**src/rtl/shift_pkg.sv**
```systemverilog
// shift_pkg: select encodings, direction constants and FSM state type shared by
// shift_load_ctrl and its sub-modules.
package shift_pkg;
   localparam logic [1:0] SEL_HOLD = 2'b00;
   localparam logic [1:0] SEL_LOAD = 2'b01;
   localparam logic [1:0] SEL_SHL  = 2'b10;
   localparam logic [1:0] SEL_SHR  = 2'b11;
   localparam logic DIR_LEFT  = 1'b0;
   localparam logic DIR_RIGHT = 1'b1;
   localparam logic [1:0] ST_IDLE  = 2'd0;
   localparam logic [1:0] ST_LOAD  = 2'd1;
   localparam logic [1:0] ST_SHIFT = 2'd2;
   localparam logic [1:0] ST_DONE  = 2'd3;
   typedef enum logic [1:0] {
      IDLE  = ST_IDLE,
      LOAD  = ST_LOAD,
      SHIFT = ST_SHIFT,
      DONE  = ST_DONE
   } shift_state_t;
endpackage

```
**src/rtl/shift_bit_counter.sv**
```systemverilog
// shift_bit_counter: counts performed shifts and flags the terminal count WIDTH-1;
// it saturates there so it never wraps.
module shift_bit_counter
   import shift_pkg::*;
#(
   parameter int WIDTH = 4
) (
   input  logic clk,
   input  logic rst_n,
   input  logic clear,
   input  logic en,
   output logic tc
);
   localparam int CW = $clog2(WIDTH);
   logic [CW-1:0] cnt;
   assign tc = cnt == CW'(WIDTH - 1);
   always_ff @(posedge clk or negedge rst_n)
      if (!rst_n) cnt <= '0;
      else if (clear) cnt <= '0;
      else if (en && !tc) cnt <= cnt + 1'b1;
endmodule

```
**src/rtl/shift_load_ctrl.sv**
```systemverilog
// shift_load_ctrl: load/shift sequencer driving the shift register's mux select bus.
// Define SHIFT_LOAD_CTRL_ROTATE_EN to feed the departing bit back as the serial fill (rotation).
module shift_load_ctrl
   import shift_pkg::*;
#(
   parameter int WIDTH = 4
) (
   input  logic             clk,
   input  logic             rst_n,
   input  logic             in_valid,
   output logic             in_ready,
   input  logic [WIDTH-1:0] in_data,
   input  logic             in_dir,
   output logic [WIDTH-1:0] par_data,
   output logic [1:0]       select,
   output logic             ser_fill,
   input  logic             q_msb,
   input  logic             q_lsb,
   output logic             ser_valid,
   input  logic             ser_ready,
   output logic             ser_bit,
   output logic             done
);
   shift_state_t state;
   logic dir, tc, shift_go;
   assign in_ready  = state == IDLE;
   assign ser_valid = state == SHIFT;
   assign done      = state == DONE;
   assign ser_bit   = ser_valid & (dir == DIR_RIGHT ? q_lsb : q_msb);
   assign shift_go  = ser_valid & ser_ready;
   // ser_ready reaches select directly so a stall holds the register in the same cycle
   assign select = state == LOAD ? SEL_LOAD :
                   shift_go ? (dir == DIR_RIGHT ? SEL_SHR : SEL_SHL) : SEL_HOLD;
`ifdef SHIFT_LOAD_CTRL_ROTATE_EN
   assign ser_fill = ser_bit;
`else
   assign ser_fill = 1'b0;
`endif
   shift_bit_counter #(.WIDTH(WIDTH)) u_cnt (
      .clk   (clk),
      .rst_n (rst_n),
      .clear (state == LOAD),
      .en    (shift_go),
      .tc    (tc)
   );
   always_ff @(posedge clk or negedge rst_n)
      if (!rst_n) begin
         state    <= IDLE;
         dir      <= DIR_LEFT;
         par_data <= '0;
      end else begin
         case (state)
            IDLE:
               if (in_valid) begin
                  state    <= LOAD;
                  par_data <= in_data;
                  dir      <= in_dir;
               end
            LOAD:    state <= SHIFT;
            SHIFT:   if (shift_go && tc) state <= DONE;
            default: state <= IDLE;
         endcase
      end
endmodule

```
**config.mk**
```make
export PLATFORM = sky130hd
export DESIGN_NAME = shift_load_ctrl
export DESIGN_NICKNAME = d
export VERILOG_FILES = /design/src/rtl/shift_pkg.sv /design/src/rtl/shift_bit_counter.sv /design/src/rtl/shift_load_ctrl.sv
export SDC_FILE = /design/constraint.sdc
export NUM_CORES = 1
export LEC_CHECK = 0
export BUFFER_PORTS_ARGS = -buffer_cell sky130_fd_sc_hd__buf_4
export CELL_PAD_IN_SITES_DETAIL_PLACEMENT = 0
export CELL_PAD_IN_SITES_GLOBAL_PLACEMENT = 2
export CORE_MARGIN = 4
export CORE_UTILIZATION = 27
export CTS_CLUSTER_SIZE = 14
export DETAILED_ROUTE_END_ITERATION = 10
export MAX_ROUTING_LAYER = met4
export PLACE_DENSITY = 0.77
export SLEW_MARGIN = 20
export SYNTH_ARGS = -nofsm -noshare
export SYNTH_HDL_FRONTEND = slang
export SYNTH_HIERARCHICAL = 1
export SYNTH_SLANG_ARGS = --single-unit
export TNS_END_PERCENT = 1
```
**constraint.sdc**
```tcl
create_clock -name clk -period 1.95 [get_ports clk]
set_clock_uncertainty 0.2 [all_clocks]
set_input_delay 0.195 -clock clk [delete_from_list [all_inputs] [get_ports clk]]
set_output_delay 0.195 -clock clk [all_outputs]
set_load 0.02 [all_outputs]
```
# Word-level counts from Yosys, hierarchy flattened
# Index checks and enable logic that the tools add are counted.
# word_totals
reg_bits	9
output_inout_bits	11
elab_cells	29
# op_classes
n_addsub	1
eq_ne	6
mux	9
bitwise	2
reduce_logical	7
# op_table
operator	count
2-to-1 mux 2 bit	6
equality test 2 bit (second input constant)	3
one-hot mux 2 bit (3 select lines)	1
AND reduction 2 bit	2
adder 2 x 1 -> 2 bit (second input constant)	1
bitwise AND 1 bit	2
equality test 2 x 1 -> 1 bit (second input constant)	1
logical AND 1 bit	2
zero test 2 bit	1
2-to-1 mux 1 bit	2
!= test 2 x 1 -> 1 bit (second input constant)	1
!= test 2 bit (second input constant)	1
nonzero test 2 bit	1
zero test 1 bit	1

# Depth between registers and ports, before layout
# Gate-level depths: netlist (run 1).
# logic_depth
depth_word	5
ltp_mapped	5

# Modules after synthesis
# Netlist (run 1), hierarchy kept.
# by_module_without_submodules
mod	n_inst	cells_per_inst	area_per_inst_um2
shift_load_ctrl	1	31	384.1
shift_bit_counter	1	10	123.9

# Worst setup path before layout (run 1)
# Ideal clock, no wire load.
# synth_timing
path_type	register -> register
from	reg state[0]
to	reg u_cnt.cnt[0]
setup_time_ns	0.125
arrival_ns	1.453
t_required_ns	1.625
path_slack_ns	0.172
path_stages_with_launch	6
path_buffers	0
period_less_slack_ns	1.778
cell_sequence	dfrtp_1 inv_1 ha_1 and2_1 nor2b_4 mux2_4
# synth_between
elab_chain_len	4
elab_cells_between_ends	6
cone_classes	eq/ne: 2; mux: 1; bitwise: 1; reduce/logical: 2
# synth_rtl
element	line	text
start, declared	shift_load_ctrl.sv:24	shift_state_t state;
start signal, assigned	shift_load_ctrl.sv:48	state <= IDLE;
start signal, assigned	shift_load_ctrl.sv:55	state <= LOAD;
start signal, assigned	shift_load_ctrl.sv:59	LOAD: state <= SHIFT;
equality test 2 bit	shift_load_ctrl.sv:27	assign ser_valid = state == SHIFT;
named net ser_valid	shift_load_ctrl.sv:19	output logic ser_valid,
bitwise AND 1 bit	shift_load_ctrl.sv:30	assign shift_go = ser_valid & ser_ready;
named net shift_go	shift_load_ctrl.sv:25	logic dir, tc, shift_go;
logical AND 1 bit	shift_bit_counter.sv:20	else if (en && !tc) cnt <= cnt + 1'b1;
nonzero test 2 bit (no source line)	-	
end signal, assigned	shift_bit_counter.sv:20	
end, declared	shift_bit_counter.sv:15	logic [CW-1:0] cnt;
# The timed path passes the listed nets, and every way through them passes these cells.
# A chain may end at the register's enable or synchronous reset.

# Final worst setup path (run 1)
# layout_timing
from	reg state[0]
to	out select[1]
# layout_between
elab_chain_len	4
elab_cells_between_ends	5
cone_classes	eq/ne: 2; mux: 2; bitwise: 1
# layout_rtl
element	line	text
equality test 2 bit	shift_load_ctrl.sv:27	
bitwise AND 1 bit	shift_load_ctrl.sv:30	
named net shift_go	shift_load_ctrl.sv:25	
2-to-1 mux 2 bit	shift_load_ctrl.sv:33	shift_go ? (dir == DIR_RIGHT ? SEL_SHR : SEL_SHL) : SEL_HOLD;
2-to-1 mux 2 bit	shift_load_ctrl.sv:32	assign select = state == LOAD ? SEL_LOAD :
end, declared	shift_load_ctrl.sv:15	output logic [1:0] select,
# The timed path passes the listed nets, and every way through them passes these cells.

==> flow_summary.json, run 1 <==
{
  "critPathBufInv": 2,
  "final_nets": 88,
  "vias": 385,
  "holdWs_ns": 0.0921,
  "yosysSeqAreaShare_pct": 44.3,
  "async_flop_share_pct": 100,
  "grt_pass1_wl_um": 1710,
  "cts-root-buf": "clkbuf_4",
  "antenna_cells": 0,
  "drt-total-wl_um": 1020,
  "setup_viol": 0,
  "grtUsageTotal_pct": 9.07,
  "drv_slew": 0,
  "fp.dieH_um": 51.4,
  "cpMaxStageDelayCell": "dfrtp_1",
  "max_stage_delay_ns": 0.41,
  "gp_congestion": 0.703,
  "start_util_pct": 29.1,
  "clock_power_share_pct": 11.4,
  "die_area_um2": 2640,
  "wl_per_cell_um": 10.6,
  "gr-total-overflow": 0,
  "synth_seq_cells": 9,
  "numCtsBuffers": 3,
  "ant_nets": 0,
  "synth.top_cells.by_area": "dfrtp_1 (44%), ha_1 (12%), mux2_2 (11%)",
  "synth.most_common_cell": "dfrtp_1",
  "antenna_found_initial": 0,
  "start_kind": "flip-flop",
  "synth-edff-count": 0,
  "netSwitchingPower_uw": 456,
  "dp_hpwl_um": 818,
  "cp_data_arrival_time_ns": 1.47,
  "cts_tree": "built",
  "syn_to_final_growth_pct": 53.2,
  "seqPwrFrac_pct": 29.1,
  "finalHoldViolations": 0,
  "n_fill_cell": 174,
  "drive_above_1_share_pct": 49.3,
  "outcome": "completed",
  "utilization_pct": 44.6,
  "grt-busiest-layer": "met2",
  "io_pins": 22,
  "yosysUniqueCellTypes": 19,
  "grt_use_met1_pct": 10.6,
  "end_kind": "output pin",
  "drt_iter0_drc": 8,
  "clk_pin_slew_worst_paths_ns": 0.06,
  "synthTopCellsByCount": "dfrtp_1 (9), ha_1 (5), mux2_2 (5)",
  "fin_cells": 96,
  "fin_crit_ns": 1.86,
  "avgViaCountPerCell": 4.01,
  "grt_start_max_net_pins": 10,
  "setup_ws_ns": 0.0893,
  "netlist_area_um2": 508,
  "rsz0062_at_grt": "no",
  "drv_cap": 0,
  "switching_share_pct": 38.1,
  "synth-main-ff-cell": "dfrtp_1",
  "syn_nets": 57,
  "critical_path_required_ns": 1.55,
  "ys_warn_count": 6,
  "core_area_um2": 1750,
  "peakVddDrop_v": 0.000857,
  "combPwrFrac_pct": 59.6,
  "postSynthCellCount": 41,
  "met2_usage_pct": 13.1,
  "die_w_um": 51.4,
  "final.setup.tns_ns": 0,
  "path_delay_family": "flip-flops",
  "dpl_worst_slack_ns": 0.212,
  "cts.sinks": 9,
  "criticalPathCategory": "reg2out",
  "route.detailed.drc": 0,
  "met3_usage_pct": 5.25,
  "internal-power_uw": 740,
  "seqCellArea_um2": 225,
  "synth_top_cell_by_area": "dfrtp_1",
  "synth_top_area_share_pct": 44.3,
  "clock_path_buffers": 2,
  "power_density_nw_per_um2": 1540,
  "path_cells": "inv_1 -> ha_2 -> and2_1 -> nor2b_1 -> buf_4",
  "multi_input_area_um2": 270,
  "grt_pass1_vias": 406,
  "leakagePower_nw": 0.387,
  "min_period_over_period_pct": 95.4,
  "firstDrtPassIters": 3,
  "placed_cells": 85,
  "h-tree-depth": 1,
  "timing.fmax_mhz": 537,
  "clock_latency_ns": 0.25,
  "port_buffers": 20,
  "hold_path.class": "in2async",
  "rows": 15,
  "syn_area_per_cell_um2": 12.4,
  "cp_max_fo": 5
}
## through the flow
stage	area, µm²	power, mW
after detailed placement	682	1.04
after floorplan	508	0.809
final	778	1.20
after global routing	778	1.30
after CTS	768	1.20
after global placement	682	1.04
## logic make-up (layout without fill, tap and decap cells)
| logic type | Yosys count | after routing | share of synthesized area [%] |
|---|---|---|---|
| buf+inv | 3 | 33 | 2.96 |
| simple gates | 11 | 11 | 14.5 |
| flops | 9 | 9 | 44.3 |
| mux | 8 | 8 | 19.0 |
| compound gates | 4 | 4 | 6.16 |
| fa+ha+maj | 5 | 5 | 12.3 |
| other cells | 1 | 1 | 0.738 |
## layer usage
layer | vias up | part of all wire, %
met4 | 0 | 0
li1 | 197 | -
met3 | 0 | 7.1
met2 | 11 | 51
met1 | 177 | 42
met5 | - | 0
## cells in the final DEF, fill, tap and decap left out, drive strengths merged
master and count:
a21o 1, a21oi 1, and2 1, buf 21, clkbuf 4, conb 1
dfrtp 9, dlygate4sd3 6, ha 5, inv 2, mux2 7, mux2i 1
nand2 2, nand2b 1, nand4bb 1, nor2 1, nor2b 5, o21ai 1
o22a 1
## layout make-up
cell class / count / share of cell area (%)
inverter: 2 / 0.965
clock buffer: 4 / 3.38
tap: 25 / 4.02
multi-input combinational: 29 / 34.7
sequential: 9 / 28.9
timing repair buffer: 27 / 28.0
## sequential cells by signal, indices dropped and copies added (netlist names)
name,flops
dir,1
u_cnt/cnt,2
state,2
par_data,4
## timing repair
action / CTS / global route
endpoints found under the hold margin: 14 / 0
setup buffers: 0 / 1
gates resized for setup: 0 / 1
hold buffers: 6 / 0
endpoints found under the setup margin: 0 / 2
## power by group through the flow
stage / Combinational [mW] / Clock [mW] / Sequential, mW
CTS: 0.706 / 0.143 / 0.348
finish: 0.712 / 0.136 / 0.347
global route: 0.779 / 0.157 / 0.361
detailed placement: 0.688 / 0 / 0.353
floorplan: 0.419 / 0 / 0.389
global placement: 0.694 / 0 / 0.347
## path summary, 6_finish.rpt
check | start | to | slack [ns] | cells after the start
setup / recovery | state[0] | select[1] | 0.09 | 5
hold / removal | rst_n | dir | 0.09 | 2
setup reg to reg | state[0] | u_cnt/cnt[0] | 0.23 | 5
hold reg to reg | par_data[1] | par_data[1] | 0.31 | 1
max in group asynchronous | rst_n | par_data[0] | 1.33 | 2
min in group clk | in_valid | state[0] | 0.18 | 4
Note: power is estimated with default switching activity, not from simulation.
==> run 2: changes to the inputs <==
==> constraint.sdc (replaced) <==
create_clock -name clk -period 2.05 [get_ports clk]
set_clock_uncertainty 0.2 [all_clocks]
set_input_delay 0.205 -clock clk [delete_from_list [all_inputs] [get_ports clk]]
set_output_delay 0.205 -clock clk [all_outputs]
set_load 0.02 [all_outputs]
==> run 2 against run 1 <==
  * Sequential power decreased by 5%
  * Clock power shrank 4%
  * Worst setup slack gained 0.053 ns
  * Register-to-register slack improved by 0.08 ns
  * Global-route usage unchanged
  * Clock-buffer cell count is the same
  * Flip-flop and latch count is the same
  * Via count fell by 0.26%
  * Utilization decreased by 0.57 points
  * Non-clock buffer count decreased by 1
  * Critical path type unchanged
  * Largest cell class unchanged
==> flow_summary.json, run 2 (synthesis results as in run 1) <==
{
  "start_util_pct": 29.1,
  "peakVddDrop_v": 0.000768,
  "fin_crit_ns": 1.91,
  "syn_to_final_growth_pct": 51.2,
  "seqCellArea_um2": 225,
  "biggestRegsByFlops": "par_data x4, state x2, u_cnt/cnt x2",
  "end_kind": "output pin",
  "final_common_cell": "buf_4",
  "reg2reg_depth": 5,
  "n_fill_cell": 177,
  "reg2reg_slack_ns": 0.31,
  "cpMaxStageDelayCell": "dfrtp_1",
  "largest_register_ffs": 4,
  "dp_hpwl_um": 818,
  "port_buffers": 20,
  "fin_area_um2": 768,
  "h-tree-depth": 1,
  "clock_latency_ns": 0.25,
  "rows": 15,
  "start_kind": "flip-flop",
  "drive_above_1_share_pct": 47.1,
  "gr-total-overflow": 0,
  "ant_nets": 0,
  "min_period_over_period_pct": 93.1,
  "grt_pass1_wl_um": 1710,
  "setup_ws_ns": 0.142,
  "criticalPathCategory": "reg2out",
  "cts_tree": "built",
  "cp_max_fo": 5,
  "placed_area_um2": 682,
  "antenna_found_initial": 0,
  "antenna_cells": 0,
  "final.setup.tns_ns": 0,
  "leakagePower_nw": 0.384,
  "drv_slew": 0,
  "hold_path.class": "in2async",
  "post_cts_resized": 0,
  "final_cell_mix": "buf_4 (20), dfrtp_1 (9), dlygate4sd3_1 (6)",
  "cts-root-buf": "clkbuf_4",
  "critical_path_required_ns": 1.64,
  "die_w_um": 51.4,
  "power_density_nw_per_um2": 1460,
  "route.detailed.drc": 0,
  "wl_per_cell_um": 10.5,
  "core_area_um2": 1750,
  "regMostFlops": "par_data",
  "path_cells": "inv_1 -> ha_1 -> and2_1 -> a21o_1 -> buf_4",
  "firstDrtPassIters": 3,
  "final_nets": 87,
  "r2r-end": "u_cnt/cnt[0]",
  "cts.sinks": 9,
  "grtUsageTotal_pct": 9.07,
  "clock_path_buffers": 2,
  "timing.fmax_mhz": 524,
  "drv_cap": 0,
  "fp.dieH_um": 51.4,
  "io_pins": 22,
  "drt_iter0_drc": 10,
  "max_stage_delay_ns": 0.39,
  "clk_pin_slew_worst_paths_ns": 0.06,
  "gp_congestion": 0.703,
  "grt_start_max_net_pins": 10,
  "outcome": "completed",
  "vias": 384,
  "numCtsBuffers": 3,
  "p_total_mw": 1.12,
  "grt_pass1_vias": 406,
  "die_area_um2": 2640,
  "cp_data_arrival_time_ns": 1.50,
  "setup_viol": 0,
  "finalHoldViolations": 0,
  "avgViaCountPerCell": 4.04,
  "drt-total-wl_um": 996,
  "rsz0062_at_grt": "no",
  "utilization_pct": 44.0,
  "multi_input_area_um2": 268,
  "r2r_start": "state[0]",
  "dpl_worst_slack_ns": 0.312
}
==> run 2: cell count changes in the layout (fill, tap and decap cells not counted) <==
cell   delta
buf_4     -1
ha_1      +1
ha_2      -1
==> run 2: per-stage QoR <==
step,instances,hold slack (ns)
after floorplan,41,-0.291
after global routing,95,0.101
after detailed placement,85,-0.164
after global placement,85,-0.165
after CTS,95,0.0996
final,95,0.102
==> run 2: what timing repair did <==
action / 4_1_cts / 5_1_grt
hold endpoints to repair: 14 / 0
hold buffers: 6 / 0
buffers inserted: 0 / 0
==> run 2: worst max path at each step <==
| stage | end | startpoint | depth (start not counted) | slack [ns] |
|---|---|---|---|---|
| floorplan | u_cnt/cnt[0] | state[0] | 5 | 0.27 |
| global placement | u_cnt/cnt[0] | state[0] | 5 | 0.37 |
| detailed placement | u_cnt/cnt[0] | state[0] | 5 | 0.31 |
| CTS | select[0] | state[0] | 5 | 0.12 |
| global route | select[0] | state[0] | 5 | 0.03 |
| finish | select[0] | state[0] | 5 | 0.14 |
==> run 2: area by class of cell <==
type,instances,area share [%]
Clock buffer,4,3.42
Inverter,2,0.977
Multi-Input combinational cell,29,34.9
Sequential cell,9,29.3
Tap cell,25,4.07
Timing Repair Buffer,26,27.4
==> run 2: worst max-delay path: cells and delay by family, from the launching register on <==
kind,cells,cell delay [ns]
buffers and inverters,2,0.23
AO/OA/AOI/OAI,1,0.19
AND/OR/NAND/NOR,1,0.19
flip-flops,1,0.39
adder cells (fa/ha/maj),1,0.25
==> run 2: routing by layer <==
| layer | wire length (µm) | vias up | track usage [%] |
|---|---|---|---|
| li1 | - | 195 | - |
| met1 | 410 | 178 | 10.6 |
| met2 | 513 | 11 | 13.1 |
| met3 | 72 | 0 | 5.25 |
| met4 | 0 | 0 | 2.62 |
| met5 | 0 | - | - |
==> run 2: power by group <==
part | total (mW) | switching [mW] | internal (mW) | leakage [nW]
registers | 0.329 | 0.0618 | 0.267 | 0.109
logic | 0.660 | 0.311 | 0.349 | 0.260
clock network | 0.130 | 0.0550 | 0.0746 | 0.0150
total | 1.12 | 0.428 | 0.690 | 0.384
==> run 3: changes to the inputs <==
--- a/config.mk
+++ b/config.mk
@@ -13,7 +13,8 @@
 export CTS_CLUSTER_SIZE = 14
 export DETAILED_ROUTE_END_ITERATION = 10
 export MAX_ROUTING_LAYER = met4
-export PLACE_DENSITY = 0.77
+export PLACE_DENSITY_LB_ADDON = 0.1
+export REMOVE_ABC_BUFFERS = 1
 export SLEW_MARGIN = 20
 export SYNTH_ARGS = -nofsm -noshare
 export SYNTH_HDL_FRONTEND = slang
==> run 3 against run 2 <==
  * Register-to-register slack gained 0.07 ns
  * Sequential power is essentially flat
  * Die area is the same
  * Clock-buffer cell count is the same
  * Critical path depth is the same
  * Routed wire length grew 11%
==> flow_summary.json, run 3 (synthesis results as in run 1) <==
{
  "setup_viol": 0,
  "ant_nets": 0,
  "path_delay_family": "flip-flops",
  "biggestRegsByFlops": "par_data x4, state x2, u_cnt/cnt x2",
  "grt_pass1_wl_um": 1920,
  "internal-power_uw": 699,
  "numCtsBuffers": 3,
  "grtUsageTotal_pct": 10.3,
  "combPwrFrac_pct": 59.2,
  "r2r-end": "u_cnt/cnt[0]",
  "drt_iter0_drc": 4,
  "start_util_pct": 29.1,
  "critPathBufInv": 2,
  "outcome": "completed",
  "fin_cells": 95,
  "reg2reg_slack_ns": 0.38,
  "utilization_pct": 44.3,
  "gp_congestion": 0.689,
  "cpMaxStageDelayCell": "dfrtp_1",
  "fin_area_um2": 773,
  "n_fill_cell": 176,
  "final_nets": 87,
  "cp_data_arrival_time_ns": 1.44,
  "power_density_nw_per_um2": 1470,
  "cp_max_fo": 5,
  "drv_slew": 0,
  "antenna_found_initial": 0,
  "rsz0062_at_grt": "no",
  "finalHoldViolations": 0,
  "switching_share_pct": 38.4,
  "clock_path_buffers": 2,
  "antenna_cells": 0,
  "rows": 15,
  "placed_cells": 85,
  "start_kind": "flip-flop",
  "largest_register_ffs": 4,
  "grt_start_max_net_pins": 10,
  "leakagePower_nw": 0.384,
  "cts-root-buf": "clkbuf_4",
  "placed_area_um2": 682,
  "core_area_um2": 1750,
  "final_common_cell": "buf_4",
  "cts.sinks": 9,
  "firstDrtPassIters": 4,
  "r2r_start": "state[0]",
  "criticalPathCategory": "reg2out",
  "critical_path_required_ns": 1.64,
  "drive_above_1_share_pct": 50.0,
  "seqPwrFrac_pct": 29.0,
  "end_kind": "output pin",
  "hold_path.class": "in2async",
  "dp_hpwl_um": 798,
  "wl_per_cell_um": 11.6,
  "netSwitchingPower_uw": 435,
  "cts_tree": "built",
  "timing.fmax_mhz": 542,
  "clk_pin_slew_worst_paths_ns": 0.06,
  "h-tree-depth": 1,
  "regMostFlops": "par_data",
  "vias": 390,
  "path_cells": "inv_1 -> ha_2 -> and2_4 -> nor2b_1 -> buf_4",
  "clock_latency_ns": 0.25,
  "fp.dieH_um": 51.4,
  "reg2reg_depth": 5,
  "max_stage_delay_ns": 0.41,
  "port_buffers": 20,
  "gr-total-overflow": 0,
  "die_w_um": 51.4,
  "final_cell_mix": "buf_4 (20), dfrtp_1 (9), dlygate4sd3_1 (6)",
  "clock_power_share_pct": 11.8,
  "io_pins": 22,
  "peakVddDrop_v": 0.000553,
  "die_area_um2": 2640,
  "syn_to_final_growth_pct": 52.2,
  "p_total_mw": 1.13,
  "drv_cap": 0,
  "avgViaCountPerCell": 4.11,
  "drt-total-wl_um": 1110,
  "final.setup.tns_ns": 0,
  "grt_pass1_vias": 433,
  "fin_crit_ns": 1.84,
  "route.detailed.drc": 0,
  "min_period_over_period_pct": 90.0
}
==> run 3: worst max-delay path by stage <==
stage                        start           end  slack, ns  depth (start not counted)
after CTS                 state[0]     select[0]       0.09                          5
after detailed placement  state[0]  u_cnt/cnt[0]       0.29                          5
after global placement    state[0]  u_cnt/cnt[0]       0.34                          5
after floorplan           state[0]  u_cnt/cnt[0]       0.27                          5
final                     state[0]     select[1]       0.21                          5
after global routing      state[0]     select[1]       0.05                          5
==> run 3: power by group through the flow <==
stage          clock, mW  sequential (mW)  combinational [mW]
3_3_place_gp           0            0.331               0.664
5_1_grt            0.154            0.343               0.732
6_report           0.134            0.329               0.672
3_5_place_dp           0            0.331               0.660
2_1_floorplan          0            0.370               0.397
4_1_cts            0.141            0.330               0.671
==> run 3: per-stage QoR <==
step	worst slack (ns)	hold slack [ns]
6_report	0.206	0.116
4_1_cts	0.0880	0.111
5_1_grt	0.0494	0.110
3_3_place_gp	0.345	-0.160
2_1_floorplan	0.272	-0.291
3_5_place_dp	0.287	-0.163
==> run 3: layout make-up <==
cell class / instances / area [µm²] / share of cell area (%)
timing repair buffer: 26 / 210 / 27.2
tap: 25 / 31.3 / 4.05
sequential: 9 / 225 / 29.1
clock buffer: 4 / 26.3 / 3.40
multi-input combinational: 29 / 273 / 35.3
inverter: 2 / 7.51 / 0.971
==> run 3: worst reg2reg max path: stages, from the launching register on <==
cell and delay [ns]:
dfrtp_1 0.41, inv_1 0.10, ha_2 0.24, and2_4 0.17
nor2b_4 0.14, mux2_4 0.29
==> run 3: per-layer routing <==
layer,routed length [µm],up-vias,share of wire (%),global-route usage [%]
li1,-,198,-,-
met1,508,181,46,12.2
met2,529,9,48,15.0
met3,54,2,4.9,2.62
met4,12,0,1.1,7.42
met5,0,-,0,-
==> run 3: what timing repair did <==
action	CTS	global route
gates resized for setup	0	2
buffers inserted	0	0
hold buffers	6	0
endpoints found under the setup margin	0	1
hold endpoints to repair	14	0
